<file path="src/rtl/mem_port_arbiter.sv">
// Round-robin arbiter sharing one memory read port and one write port
// between NUM_REQ requesters; one transaction in flight at a time.
module mem_port_arbiter #(
    parameter int NUM_REQ    = 2,
    parameter int DATA_WIDTH = 32,
    parameter int ADDR_WIDTH = 32,
    parameter int MEM_SIZE   = 1024,
    parameter int LATENCY    = 1
) (
    input  logic                          clk,
    input  logic                          reset,
    input  logic [NUM_REQ-1:0]            req_valid,
    output logic [NUM_REQ-1:0]            req_ready,
    input  logic [NUM_REQ-1:0]            req_we,
    input  logic [NUM_REQ*ADDR_WIDTH-1:0] req_addr,
    input  logic [NUM_REQ*DATA_WIDTH-1:0] req_wdata,
    output logic [NUM_REQ-1:0]            resp_valid,
    output logic [DATA_WIDTH-1:0]         resp_rdata,
    output logic                          resp_err,
    output logic                          mem_read_enable,
    output logic [ADDR_WIDTH-1:0]         mem_read_addr,
    input  logic [DATA_WIDTH-1:0]         mem_read_data,
    output logic                          mem_write_enable,
    output logic [ADDR_WIDTH-1:0]         mem_write_addr,
    output logic [DATA_WIDTH-1:0]         mem_write_data,
    output logic                          busy
);

    localparam int GW = (NUM_REQ > 1) ? $clog2(NUM_REQ) : 1;
    localparam int CW = (LATENCY > 1) ? $clog2(LATENCY) : 1;
    localparam logic [GW-1:0] LAST_REQ = GW'(NUM_REQ - 1);
    localparam logic [GW:0] NREQ_W = (GW+1)'(NUM_REQ);
    localparam logic [CW-1:0] CNT_INIT = CW'(LATENCY - 1);
    localparam logic [ADDR_WIDTH:0] ADDR_LIM = (ADDR_WIDTH+1)'(MEM_SIZE);

    typedef enum logic [1:0] {
        S_IDLE,
        S_BUSY,
        S_RESP
    } state_t;

    state_t                r_state;
    state_t                w_next;
    logic [GW-1:0]         r_rr_ptr;
    logic [GW-1:0]         r_gnt;
    logic [GW-1:0]         w_gnt;
    logic [GW:0]           w_idx;
    logic                  w_found;
    logic                  w_accept;
    logic [CW-1:0]         r_cnt;
    logic                  r_err;
    logic                  r_we;
    logic [ADDR_WIDTH-1:0] r_addr;
    logic [ADDR_WIDTH-1:0] w_addr;
    logic [DATA_WIDTH-1:0] r_wdata;
    logic [DATA_WIDTH-1:0] w_wdata;
    logic [DATA_WIDTH-1:0] r_rdata;
    logic                  r_resp_err;

    // First valid requester at or above rr_ptr, wrapping around.
    always_comb begin
        w_found = 1'b0;
        w_gnt   = r_rr_ptr;
        w_idx   = '0;
        for (int i = 0; i < NUM_REQ; i++) begin
            w_idx = {1'b0, r_rr_ptr} + (GW+1)'(i);
            if (w_idx >= NREQ_W) begin
                w_idx = w_idx - NREQ_W;
            end
            if (!w_found && req_valid[w_idx[GW-1:0]]) begin
                w_found = 1'b1;
                w_gnt   = w_idx[GW-1:0];
            end
        end
    end

    assign w_addr  = req_addr[w_gnt*ADDR_WIDTH +: ADDR_WIDTH];
    assign w_wdata = req_wdata[w_gnt*DATA_WIDTH +: DATA_WIDTH];

    always_ff @(posedge clk) begin
        if (reset) begin
            r_state <= S_IDLE;
        end else begin
            r_state <= w_next;
        end
    end

    always_comb begin
        w_next    = r_state;
        w_accept  = 1'b0;
        req_ready = '0;
        unique case (r_state)
            S_IDLE: begin
                if (w_found && !reset) begin
                    w_accept         = 1'b1;
                    req_ready[w_gnt] = 1'b1;
                    w_next           = S_BUSY;
                end
            end
            S_BUSY: begin
                if (r_cnt == '0) begin
                    w_next = S_RESP;
                end
            end
            S_RESP:  w_next = S_IDLE;
            default: w_next = S_IDLE;
        endcase
    end

    always_ff @(posedge clk) begin
        if (reset) begin
            r_rr_ptr   <= '0;
            r_gnt      <= '0;
            r_cnt      <= '0;
            r_err      <= 1'b0;
            r_we       <= 1'b0;
            r_addr     <= '0;
            r_wdata    <= '0;
            r_rdata    <= '0;
            r_resp_err <= 1'b0;
        end else if (w_accept) begin
            r_gnt    <= w_gnt;
            r_we     <= req_we[w_gnt];
            r_addr   <= w_addr;
            r_wdata  <= w_wdata;
            r_err    <= ({1'b0, w_addr} >= ADDR_LIM);
            r_cnt    <= CNT_INIT;
            r_rr_ptr <= (w_gnt == LAST_REQ) ? '0 : w_gnt + 1'b1;
        end else if (r_state == S_BUSY) begin
            if (r_cnt == '0) begin
                r_rdata    <= (r_we || r_err) ? '0 : mem_read_data;
                r_resp_err <= r_err;
            end else begin
                r_cnt <= r_cnt - 1'b1;
            end
        end
    end

    always_comb begin
        resp_valid = '0;
        for (int i = 0; i < NUM_REQ; i++) begin
            resp_valid[i] = (r_state == S_RESP) && (r_gnt == GW'(i));
        end
    end

    // Counter still at its load value only in the first BUSY cycle.
    assign mem_write_enable = (r_state == S_BUSY) && r_we && !r_err
                              && (r_cnt == CNT_INIT);
    assign mem_read_enable  = (r_state == S_BUSY) && !r_we && !r_err;
    assign mem_read_addr    = r_addr;
    assign mem_write_addr   = r_addr;
    assign mem_write_data   = r_wdata;
    assign resp_rdata       = r_rdata;
    assign resp_err         = r_resp_err;
    assign busy             = (r_state != S_IDLE);

endmodule

</file>
<file path="config.mk">
export PLATFORM = sky130hd
export DESIGN_NAME = mem_port_arbiter
export DESIGN_NICKNAME = d
export VERILOG_FILES = /design/src/rtl/mem_port_arbiter.sv
export SDC_FILE = /design/constraint.sdc
export NUM_CORES = 1
export LEC_CHECK = 0
export CORE_ASPECT_RATIO = 0.5
export CORE_MARGIN = 1.5
export CORE_UTILIZATION = 38
export CTS_CLUSTER_DIAMETER = 60
export CTS_CLUSTER_SIZE = 24
export DETAILED_ROUTE_END_ITERATION = 10
export PLACE_DENSITY = 0.95
export RECOVER_POWER = 50
export SYNTH_ARGS = -nofsm -noshare
export SYNTH_HDL_FRONTEND = slang
export SYNTH_SLANG_ARGS = --single-unit
export TNS_END_PERCENT = 100
</file>
<file path="constraint.sdc">
create_clock -name clk -period 4.5 [get_ports clk]
set_clock_uncertainty 0.15 [all_clocks]
set_input_delay 0.45 -clock clk [delete_from_list [all_inputs] [get_ports clk]]
set_output_delay 0.45 -clock clk [all_outputs]
set_load 0.03 [all_outputs]
</file>
==> flow_summary.ini, run 1 <==
[outcome]
status = finished with violations
violations = max-capacitance violations, max-slew violations

[placement]
gp_congestion = 0.892
port_buffers = 301
hpwl_um = 11700

[power]
max-vdd-ir-drop_v = 0.000306
cellPowerDensity_nw_per_um2 = 358
p_comb_frac = 0.302
intPower_mw = 1.80
leakagePower_nw = 2.99
swShare = 0.323
power_mw = 2.66
pwr-share-clk = 0.305
p_seq_frac = 0.393
p_switching_uw = 858

[detailed_routing]
routed_wirelength_um = 15400
dr.pass1.iters = 4
wl_met1_um = 5860
drtIter0Drc = 210
vias = 4494
routed-wl-met3_um = 788
drc = 0
routed_via_density = 5.18
wl_met2_um = 8210
wl_per_cell_um = 17.8
top_layer_used = met4
drt.antenna.violating_nets = 0

[run]
drv_cap = 1

[logic_synthesis]
yosys_warnings = 0
synth_fp_nets = 635
syn_inst = 469
synth-seq-cells = 103
synth.yosys.seq_area_share = 0.483
ys_types = 32
postSynthAreaPerCell_um2 = 9.09
netlist_area_um2 = 4270

[timing]
hold_viol = 0
worst_pin_slew_ns = 1.63
slew_headroom = -0.0868
fin_setup_tns_ns = 0
finalCritPeriodShare = 0.777
setup_viol_count_final = 0
rsz0062_at_grt = false
max_freq_mhz = 286
fin_crit_ns = 3.50
finalMaxSlewViolations = 37

[floorplanning]
io_pins = 302
rows = 27
initial_core_util = 0.390
core_area_um2 = 10900
fp.dieH_um = 77.9
dieWidth_um = 153
dieArea_um2 = 11900

[clock_network]
clockRootBuffer = clkbuf_16
cts_buffers = 9
cts_hold_buf = 0
cts_resized = 0
cts_setup_buffers = 0
clk_latency_ns = 0.34
path_clk_slew_ns = 0.08
cts_tree = built
cts_sinks = 103
cts.path.max_buffers = 2
h-tree-depth = 3

[critical_path]
cp_max_fo = 36
reg2reg_from = r_state[1]
worstPathRequired_ns = 3.90
arrival_ns = 2.90
worstPathCellList = nand2b_1 > clkbuf_1 > nor3_4 > buf_4 > clkdlybuf4s50_1
path_class = reg -> out
crit_path_start_kind = register
reg2reg_to = resp_rdata[1]
cpPeakStageDelay_ns = 1.18
r2r_cells = 6
r2r_slack_ns = 2.00
cp-end-kind = output port
cp_slowest_cell = clkbuf_1

[global_route]
first_global_vias = 4498
grt_overflow = 0
track_usage = 0.251
grt_pass1_wl_um = 23800
grt_start_max_net_pins = 101
antenna_found_initial = 0

[finish]
antenna_cells = 0
drive_gt1_frac = 0.0429
syn2layout_area_growth_pct = 73.9
regArea_um2 = 2060
multiInputGateArea_um2 = 1790
fillerInstances = 863
nets = 883

[worst_hold_path]
hold_path_depth = 2
hold_start = mem_read_addr[18]
hp-class = reg -> reg
hold_end = mem_read_addr[18]
-- power groups by stage --
stage / Combinational [mW] / Clock, mW / Sequential (mW)
2_1_floorplan: 0.328 / 0 / 1.20
3_3_place_gp: 0.810 / 0 / 1.06
3_5_place_dp: 0.827 / 0 / 1.07
4_1_cts: 0.830 / 0.827 / 1.05
5_1_grt: 0.846 / 0.867 / 1.06
6_report: 0.804 / 0.809 / 1.04
-- cell usage after synthesis, drive strengths merged --
cell type	number	area share
a21o	1	0.0018
a21oi	35	0.042
a22oi	65	0.11
a31o	1	0.0021
a41oi	1	0.0021
and3	1	0.0015
and3b	1	0.0021
and4	1	0.0021
buf	58	0.089
clkbuf	14	0.012
clkinv	1	0.00088
dfxtp	103	0.48
inv	1	0.00088
mux2i	33	0.077
nand2	35	0.031
nand2b	2	0.0029
nand3	32	0.038
nand4	2	0.0029
nor2	37	0.034
nor2b	1	0.0021
nor3	1	0.0023
nor3b	2	0.0035
nor4	3	0.0059
o21ai	35	0.041
or2	1	0.0015
or4	2	0.0035
-- through the flow --
stage	std cells	util	area, um^2	hold slack (ns)	worst slack, ns
after floorplan	469	-	4270	0.324	2.30
after CTS	867	0.678	7420	0.338	1.39
final	867	0.678	7420	0.327	1.00
after global placement	851	0.649	7110	0.311	1.44
after global routing	867	0.678	7420	0.351	0.848
after detailed placement	851	0.649	7110	0.326	1.40
-- cell usage in the layout, fill, tap and decap left out, types with 2 or more instances in the layout --
cell / n
a21oi_1: 34
a22oi_1: 65
buf_4: 7
clkbuf_16: 9
clkdlybuf4s50_1: 215
dfxtp_1: 103
dlygate4sd3_1: 85
inv_6: 4
mux2i_1: 33
nand2_1: 35
nand2b_1: 2
nand3_1: 32
nand4_1: 2
nor2_1: 36
nor3b_1: 2
nor4_1: 2
o21ai_1: 34
or4_1: 2
-- flip-flops by register name, summed over array words and instances (netlist names) --
name	flops
mem_read_addr	32
mem_write_data	32
resp_rdata	32
r_state	2
r_err	1
r_gnt	1
r_rr_ptr	1
r_we	1
resp_err	1
-- worst max-delay path: cells and delay by family, from the launching register on --
kind,cells,cell delay [ns]
buffers and inverters,3,2.10
flip-flops,1,0.36
AND/OR/NAND/NOR,2,0.08
-- cell type report --
class	count	area share
clock buffers	9	0.0304
clock inverters	7	0.0116
flip-flops and latches	103	0.278
inverters	2	0.00101
well taps	145	0.0245
multi-input cells	292	0.241
repair buffers	309	0.413
-- per-layer routing --
layer | vias up | global-route usage
li1 | 2140 | -
met1 | 2150 | 0.279
met2 | 160 | 0.457
met3 | 44 | 0.0637
met4 | 0 | 0.113
met5 | - | 0
-- logic make-up (layout without fill, tap and decap cells) --
family | after synthesis | count (layout) | share of synthesized area
AOI/OAI and AO/OA | 138 | 138 | 0.203
and+or+nand+nor | 121 | 121 | 0.133
DFF | 103 | 103 | 0.483
buffers and inverters | 74 | 327 | 0.103
muxes | 33 | 33 | 0.0774
-- worst max-delay path by stage --
stage                 startpoint          endpoint  slack [ns]  cells after the start
floorplan             r_state[1]  mem_write_enable        2.30                      4
global placement    req_valid[1]      req_ready[1]        1.44                      6
detailed placement  req_valid[0]             r_err        1.40                      8
CTS                   r_state[1]      req_ready[0]        1.39                      5
global route          r_state[1]   mem_read_enable        0.85                      5
finish                r_state[1]   mem_read_enable        1.00                      5
Power figures use the tool's default switching activity.
==> inputs of run 2 (changes only) <==
--- a/config.mk
+++ b/config.mk
@@ -7,11 +7,11 @@
 export LEC_CHECK = 0
 export CORE_ASPECT_RATIO = 0.5
 export CORE_MARGIN = 1.5
-export CORE_UTILIZATION = 38
+export CORE_UTILIZATION = 32
 export CTS_CLUSTER_DIAMETER = 60
 export CTS_CLUSTER_SIZE = 24
 export DETAILED_ROUTE_END_ITERATION = 10
-export PLACE_DENSITY = 0.95
+export PLACE_DENSITY = 0.87
 export RECOVER_POWER = 50
 export SYNTH_ARGS = -nofsm -noshare
 export SYNTH_HDL_FRONTEND = slang
==> constraint.sdc (replaced) <==
create_clock -name clk -period 2.9 [get_ports clk]
set_clock_uncertainty 0.15 [all_clocks]
set_input_delay 0.29 -clock clk [delete_from_list [all_inputs] [get_ports clk]]
set_output_delay 0.29 -clock clk [all_outputs]
set_load 0.03 [all_outputs]
==> run 2 against run 1 <==
Net effect: the run ends with design-rule violations left; setup slack got worse by 0.63 ns; clock power rose by 61%; via count fell by 0.65%; die area rose by 18%; largest power group unchanged; sequential power rose by 56%; cell count rose by 3.1%; hold slack got worse by 0.0053 ns; register-to-register slack got worse by 1.6 ns.
==> flow_summary.ini, run 2 (synthesis gave the netlist of run 1 again) <==
[outcome]
status = finished with violations
violations = design-rule violations

[detailed_routing]
routed_via_density = 4.99
drtIter0Drc = 286
dr.pass1.iters = 9
drc = 15
routed_wirelength_um = 15600
vias = 4465
drt.antenna.violating_nets = 0
wl_per_cell_um = 17.4

[global_route]
antenna_found_initial = 0
top_usage_layer = met2
grtUsageMet2 = 0.392
grt_overflow = 0
grt_use_met1 = 0.244
grt_pass1_wl_um = 23200
track_usage = 0.210
first_global_vias = 4350
use_met3 = 0.0306
grt_start_max_net_pins = 70

[finish]
nets = 886
antenna_cells = 0
drive_gt1_frac = 0.0511
layout_common_cells = clkdlybuf4s50_1 (191), dlygate4sd3_1 (106), dfxtp_1 (103)
fin_util = 0.583
syn2layout_area_growth_pct = 75.7
layout_commonest_cell = clkdlybuf4s50_1

[critical_path]
crit_start = r_state[1]
crit_path_start_kind = register
reg2reg_from = r_state[1]
cp_max_fo = 11
path_class = reg -> out
arrival_ns = 2.08
worstPathRequired_ns = 2.46
cp-end-kind = output port

[clock_network]
cts_resized = 0
cts.path.max_buffers = 2
cts_sinks = 103
cts_setup_buffers = 0
cts_buffers = 9
clockRootBuffer = clkbuf_16
h-tree-depth = 3
cts_tree = built
clk_latency_ns = 0.33
cts_hold_buf = 0
path_clk_slew_ns = 0.07

[power]
cellPowerDensity_nw_per_um2 = 557
max-vdd-ir-drop_v = 0.000266
leakagePower_nw = 3.07
power_mw = 4.17

[worst_hold_path]
hp-class = reg -> reg
hold_start = mem_read_addr[9]

[timing]
max_freq_mhz = 396
fin_crit_ns = 2.52
hold_viol = 0
setup_viol_count_final = 0
finalCritPeriodShare = 0.870
slew_headroom = 0.250
rsz0062_at_grt = false
finalMaxSlewViolations = 0
worst_slack_ns = 0.376
fin_setup_tns_ns = 0
worst_pin_slew_ns = 1.13

[run]
drv_cap = 0

[floorplanning]
rows = 29
dieWidth_um = 166
core_area_um2 = 12800
dieArea_um2 = 14100
io_pins = 302
fp.dieH_um = 84.6
initial_core_util = 0.332

[placement]
port_buffers = 301
pre_cts_slack_ns = 0.294
gp_congestion = 0.879
hpwl_um = 12000
==> run 2: cell types whose count changed in the layout (fill, tap and decap cells not counted), sizes merged <==
cell           previous run  this run
clkbuf                   10        12
dlygate4sd3              85       106
inv                       5         2
clkinvlp                  0         1
bufinv                    1         2
clkdlybuf4s50           215       191
buf                       8        13
clkinv                    3         2
==> run 2: area by class of cell <==
class	count	area, um^2
Multi-Input combinational cell	292	1790
Tap cell	170	213
Fill cell	1149	5350
Timing Repair Buffer	312	3100
Clock inverter	5	81.3
Sequential cell	103	2060
Inverter	2	7.51
Clock buffer	10	239
==> run 2: power breakdown <==
group	internal, mW	switching (mW)	total (mW)
clock	0.778	0.527	1.30
combinational	0.568	0.678	1.25
sequential	1.53	0.0868	1.62
total	2.88	1.29	4.17
==> run 2: final timing paths <==
| check | depth (start not counted) | endpoint | slack [ns] |
|---|---|---|---|
| min | 2 | mem_read_addr[9] | 0.32 |
| max | 4 | req_ready[0] | 0.38 |
| min reg2reg | 2 | mem_read_addr[9] | 0.32 |
| max reg2reg | 6 | r_we | 0.43 |
==> run 2: metrics by stage <==
step,std cells,area (um^2),hold WS [ns]
5_1_grt,894,7490,0.333
2_1_floorplan,469,4270,0.276
4_1_cts,894,7500,0.321
6_report,894,7490,0.322
3_5_place_dp,879,7180,0.321
3_3_place_gp,879,7180,0.310
==> run 2: metal layers <==
metal	vias up	share of wire
met2	149	0.52
met1	2139	0.42
met4	0	0.031
met3	36	0.030
met5	-	0
li1	2141	-
==> run 2: worst max-delay path: stages, from the launching register on <==
cell,delay [ns]
dfxtp_1,0.32
or2_0,0.31
nor2_1,0.29
and3_1,0.57
buf_4,0.26
